### config.mk
export PLATFORM = sky130hd
export DESIGN_NAME = adj_button_conditioner
export DESIGN_NICKNAME = d
export VERILOG_FILES = /design/src/rtl/adj_btn_pkg.sv /design/src/rtl/adj_btn_channel.sv /design/src/rtl/adj_button_conditioner.sv
export SDC_FILE = /design/constraint.sdc
export NUM_CORES = 1
export LEC_CHECK = 0
export ABC_AREA = 1
export BUFFER_PORTS_ARGS = -buffer_cell sky130_fd_sc_hd__clkbuf_2
export CAP_MARGIN = 30
export CORE_MARGIN = 2
export CORE_UTILIZATION = 55
export DETAILED_ROUTE_END_ITERATION = 8
export PLACE_DENSITY = 0.71
export RECOVER_POWER = 50
export REMOVE_ABC_BUFFERS = 1
export SLEW_MARGIN = 40
export SYNTH_ARGS = -nofsm -noshare
export SYNTH_HDL_FRONTEND = slang
export SYNTH_SLANG_ARGS = --single-unit
### constraint.sdc
create_clock -name wb_clk_i -period 2.1 [get_ports wb_clk_i]
set_input_delay 0.315 -clock wb_clk_i [delete_from_list [all_inputs] [get_ports wb_clk_i]]
set_output_delay 0.315 -clock wb_clk_i [all_outputs]
set_load 0.01 [all_outputs]
### src/rtl/adj_btn_pkg.sv
// Shared constants for the clock-adjust button conditioner: channel indices,
// default timing and a clog2 helper for sizing the counters.
package adj_btn_pkg;

    localparam int BTN_HRS = 0;
    localparam int BTN_MIN = 1;
    localparam int BTN_SEC = 2;

    localparam int DEF_NUM_BTN         = 3;
    localparam int DEF_DEBOUNCE_CYCLES = 250000;
    localparam int DEF_REPEAT_DELAY    = 12500000;
    localparam int DEF_REPEAT_PERIOD   = 2500000;

    function automatic int clog2(input int value);
        int result;
        int rem;
        result = 0;
        rem    = value - 1;
        while (rem > 0) begin
            result = result + 1;
            rem    = rem >> 1;
        end
        return result;
    endfunction

    function automatic int max3(input int a, input int b, input int c);
        int m;
        m = (a > b) ? a : b;
        return (m > c) ? m : c;
    endfunction

endpackage

### src/rtl/adj_btn_channel.sv
// One button slice: 2-FF synchroniser, debounce counter and registered press strobe.
// Optional auto-repeat is built only when AUTO_REPEAT_EN is defined.
module adj_btn_channel
    import adj_btn_pkg::*;
#(
    parameter int DEBOUNCE_CYCLES = DEF_DEBOUNCE_CYCLES,
    parameter int REPEAT_DELAY    = DEF_REPEAT_DELAY,
    parameter int REPEAT_PERIOD   = DEF_REPEAT_PERIOD
) (
    input  logic clk_i,
    input  logic rst_i,
    input  logic btn_i,
    output logic level_o,
    output logic pulse_o
);

    localparam int CNT_W = clog2(max3(DEBOUNCE_CYCLES, REPEAT_DELAY, REPEAT_PERIOD)) + 1;
    localparam logic [CNT_W-1:0] DB_LAST = CNT_W'(DEBOUNCE_CYCLES - 1);

    if (DEBOUNCE_CYCLES < 2 || REPEAT_DELAY < 2 || REPEAT_PERIOD < 2) begin : g_bad_param
        $error("adj_btn_channel: every count parameter must be >= 2");
    end

    logic             meta_q;
    logic             sync_q;
    logic             level_q, level_d;
    logic             pulse_q, pulse_d;
    logic [CNT_W-1:0] db_cnt_q, db_cnt_d;

`ifdef AUTO_REPEAT_EN
    localparam logic [CNT_W-1:0] RD_LAST = CNT_W'(REPEAT_DELAY - 1);
    localparam logic [CNT_W-1:0] RP_LAST = CNT_W'(REPEAT_PERIOD - 1);

    logic [CNT_W-1:0] rpt_cnt_q, rpt_cnt_d;
    logic             rpt_on_q, rpt_on_d;
`endif

    always_comb begin
        level_d  = level_q;
        db_cnt_d = '0;
        if (sync_q != level_q) begin
            if (db_cnt_q == DB_LAST) begin
                level_d = sync_q;
            end else begin
                db_cnt_d = db_cnt_q + 1'b1;
            end
        end
        // Strobe lands on the same edge the debounced level first reads 1.
        pulse_d = level_d & ~level_q;
`ifdef AUTO_REPEAT_EN
        rpt_cnt_d = '0;
        rpt_on_d  = 1'b0;
        // rpt_on_q selects the first (long) delay versus the later period.
        if (level_q && level_d) begin
            rpt_on_d = rpt_on_q;
            if (rpt_cnt_q == (rpt_on_q ? RP_LAST : RD_LAST)) begin
                pulse_d  = 1'b1;
                rpt_on_d = 1'b1;
            end else begin
                rpt_cnt_d = rpt_cnt_q + 1'b1;
            end
        end
`endif
    end

    always_ff @(posedge clk_i) begin
        if (rst_i) begin
            meta_q   <= 1'b0;
            sync_q   <= 1'b0;
            level_q  <= 1'b0;
            pulse_q  <= 1'b0;
            db_cnt_q <= '0;
        end else begin
            meta_q   <= btn_i;
            sync_q   <= meta_q;
            level_q  <= level_d;
            pulse_q  <= pulse_d;
            db_cnt_q <= db_cnt_d;
        end
    end

`ifdef AUTO_REPEAT_EN
    always_ff @(posedge clk_i) begin
        if (rst_i) begin
            rpt_cnt_q <= '0;
            rpt_on_q  <= 1'b0;
        end else begin
            rpt_cnt_q <= rpt_cnt_d;
            rpt_on_q  <= rpt_on_d;
        end
    end
`endif

    assign level_o = level_q;
    assign pulse_o = pulse_q;

endmodule

### src/rtl/adj_button_conditioner.sv
// Conditions the hours/minutes/seconds adjust buttons into debounced levels and
// one-cycle press strobes. Define AUTO_REPEAT_EN to add hold-to-repeat pulses.
module adj_button_conditioner
    import adj_btn_pkg::*;
#(
    parameter int NUM_BTN         = DEF_NUM_BTN,
    parameter int DEBOUNCE_CYCLES = DEF_DEBOUNCE_CYCLES,
    parameter int REPEAT_DELAY    = DEF_REPEAT_DELAY,
    parameter int REPEAT_PERIOD   = DEF_REPEAT_PERIOD
) (
    input  logic               wb_clk_i,
    input  logic               wb_rst_i,
    input  logic [NUM_BTN-1:0] btn_in,
    output logic [NUM_BTN-1:0] btn_level,
    output logic [NUM_BTN-1:0] btn_pulse
);

    for (genvar i = 0; i < NUM_BTN; i++) begin : g_ch
        adj_btn_channel #(
            .DEBOUNCE_CYCLES (DEBOUNCE_CYCLES),
            .REPEAT_DELAY    (REPEAT_DELAY),
            .REPEAT_PERIOD   (REPEAT_PERIOD)
        ) u_ch (
            .clk_i   (wb_clk_i),
            .rst_i   (wb_rst_i),
            .btn_i   (btn_in[i]),
            .level_o (btn_level[i]),
            .pulse_o (btn_pulse[i])
        );
    end

endmodule

==> flow_metrics.py <==
metrics = {
    "run_status": {
        "outcome": "complete, no violations",
    },
    "worst_setup_path": {
        "critPathCaptureType": "flop",
        "r2r-start": "g_ch[1].u_ch.db_cnt_q[0]$_SDFF_PP0_",
        "startpoint": "g_ch[1].u_ch.db_cnt_q[0]$_SDFF_PP0_",
        "crit_type": "flop to flop",
        "cp.arrival_ns": 2.03,
        "cp_max_fo": 25,
        "start_kind": "flop",
        "required_ns": 2.32,
    },
    "floorplan": {
        "initial_core_util": 0.573,
        "dieArea_um2": 9350,
        "core_um2": 8260,
        "die_width_um": 96.7,
        "io_pins": 11,
        "die_h_um": 96.7,
        "num_rows": 33,
    },
    "grt": {
        "gr-total-overflow": 0,
        "grt_pass1_wl_um": 17300,
        "track_usage": 0.219,
        "grt_pass1_vias": 4024,
        "antenna_found_initial": 0,
        "grt_max_degree": 26,
    },
    "final_layout": {
        "drive_gt1_frac": 0.0611,
        "antennaDiodeCount": 0,
        "nNetsFinal": 756,
        "stdcell_area_um2": 4960,
        "final_core_util": 0.601,
        "syn_to_final_growth_pct": 4.97,
        "final_cells": 858,
    },
    "power": {
        "leakage_nw": 1.57,
        "power_density_nw_per_um2": 599,
        "irDropWorstVdd_uv": 442,
    },
    "placed_design": {
        "post_dp_cell_area_um2": 4800,
        "dp.cells": 842,
        "pre_cts_ws_ns": 0.361,
        "dp_hpwl_um": 7670,
        "gp_congestion": 0.883,
        "port-buffer-count": 10,
    },
    "min_path": {
        "hold_path.class": "primary input to flop",
        "worstHoldStart": "btn_in[1]",
    },
    "logic_synthesis": {
        "ys_warn_count": 0,
        "synth-simple-area-share": 0.429,
        "netlist_area_um2": 4730,
        "ys_ff_latch": 87,
        "synth_top_family_by_area": "simple AND/OR/NAND/NOR gates",
        "yosysTopAreaCellShare": 0.368,
        "avgSynthCellArea_um2": 6.40,
        "synth-xor-area-share": 0.0500,
        "syn_inst": 739,
        "synthAdderAreaFrac": 0.00794,
        "synthTopCellsByArea": "dfxtp_1 37%, nand2_1 16%, nor2_1 14%, inv_1 6.7%, nand3_1 4.4%",
        "synth_compound_area_frac": 0.0529,
        "synth_top_cell_by_area": "dfxtp_1",
        "synth.area.mux_share": 0,
        "ys_seq_area_frac": 0.368,
        "yosys.cell_types.count": 28,
    },
    "detailed_routing": {
        "drt_iter0_markers": 212,
        "drt-vias-per-instance": 5.04,
        "drcViolationCount": 0,
        "wl_per_cell_um": 11.5,
        "dr.pass1.iters": 5,
        "wirelength_um": 9900,
        "antenna_left": 0,
        "vias": 4325,
    },
    "timing": {
        "setup_viol": 0,
        "final.setup.tns_ns": 0,
        "finalCritPeriodShare": 0.862,
        "hold_viol": 0,
        "finClkSkew_ns": 0.0113,
        "maxSlewHeadroom": 0.659,
        "worst_pin_slew_ns": 0.509,
        "fin_crit_ns": 1.81,
        "fmax_ghz": 0.552,
        "rsz0062_at_grt": "false",
        "setup_ws_ns": 0.289,
        "drv_slew": 0,
    },
    "cts": {
        "root_buffer": "clkbuf_8",
        "ctsResizeCount": 0,
        "postCtsSetupBuffers": 0,
        "cts_hold_buf": 0,
        "clock_latency_ns": 0.35,
        "cts_made_buffers": 9,
        "clkTransAtPathRegs_ns": 0.09,
        "cts_max_path_buffers": 2,
        "h-tree-depth": 3,
        "numClockSinks": 87,
        "cts_tree": "done",
    },
    "job": {
        "drv_cap": 0,
    },
}
[final timing paths]
path	endpoint	slack, ns	cells after the start
worst min-delay path	g_ch[1].u_ch.meta_q$_SDFF_PP0_	0.14	3
worst max-delay path	g_ch[1].u_ch.db_cnt_q[15]$_SDFF_PP0_	0.29	6
worst max register to register	g_ch[1].u_ch.db_cnt_q[15]$_SDFF_PP0_	0.29	6
worst min register to register	g_ch[2].u_ch.sync_q$_SDFF_PP0_	0.41	2
[stage by stage]
| step | total power, mW | hold WS (ns) |
|---|---|---|
| after global placement | 1.73 | 0.395 |
| after floorplan | 1.72 | 0.386 |
| final | 2.97 | 0.145 |
| after global routing | 3.07 | 0.154 |
| after CTS | 3.00 | 0.137 |
| after detailed placement | 1.73 | 0.398 |
[state kept, by name, indices dropped and copies added, names as in the netlist]
register,cells
g_ch.u_ch.db_cnt_q,75
g_ch.u_ch.pulse_o,3
g_ch.u_ch.meta_q,3
g_ch.u_ch.sync_q,3
g_ch.u_ch.level_o,3
[critical path, cell delays in order (launching register included)]
cell and delay (ns):
dfxtp_1 0.39, ha_1 0.23, nand3_1 0.19, nor3_2 0.28
nand2_1 0.09, nand2_2 0.40, nor2_1 0.11
[layer usage]
layer / global-route usage / vias up / routed length, µm
met5: 0 / - / 0
met4: 0.0661 / 0 / 136
met3: 0.0311 / 12 / 441
met2: 0.379 / 88 / 4710
met1: 0.284 / 1940 / 4610
li1: - / 2285 / -
[report_power, final]
part	internal, mW	switching, mW	total [mW]	leakage (nW)
clock	0.667	0.614	1.28	0.102
sequential	1.66	0.00433	1.66	0.702
combinational	0.00862	0.0234	0.0321	0.764
[final cells by class]
type	instances	area [µm²]
Fill cell	842	3290
Clock buffer	10	128
Tap cell	105	131
Timing Repair Buffer	10	41.3
Sequential cell	87	1740
Clock inverter	6	85.1
Inverter	86	323
Multi-Input combinational cell	554	2510
[cell usage after synthesis]
cell type / instances
nand2_1: 207
nor2_1: 178
dfxtp_1: 87
inv_1: 84
nand3_1: 42
a21oi_1: 37
xnor2_1: 15
xor2_1: 12
nor2_2: 10
nand4_1: 9
buf_4: 6
buf_6: 6
nand2_2: 6
o21ai_0: 5
or2_2: 5
nand3_2: 4
nand3b_1: 4
nor2_4: 4
ha_1: 3
o21bai_1: 3
or2_0: 3
a21oi_2: 2
inv_2: 2
and2_1: 1
nand2_4: 1
nand3_4: 1
nor3_1: 1
nor3_2: 1
[logic make-up after synthesis]
| family | after synthesis |
|---|---|
| DFF | 87 |
| and+or+nand+nor | 477 |
| AOI/OAI and AO/OA | 47 |
| adders and majority gates | 3 |
| buffers and inverters | 98 |
| xor gates and xnor gates | 27 |
[placed cells by master (no fill, tap or decap), drive strengths merged]
cell type  instances
or2                8
nand3b             4
nor2             192
bufinv             2
clkbuf            20
xnor2             15
o21ai              5
ha                 3
nand4              9
nand3             47
o21bai             3
and2               1
nand2            214
xor2              12
clkinvlp           2
dfxtp             87
nor3               2
inv               86
a21oi             39
clkinv             2
(Power assumes the default switching activity.)
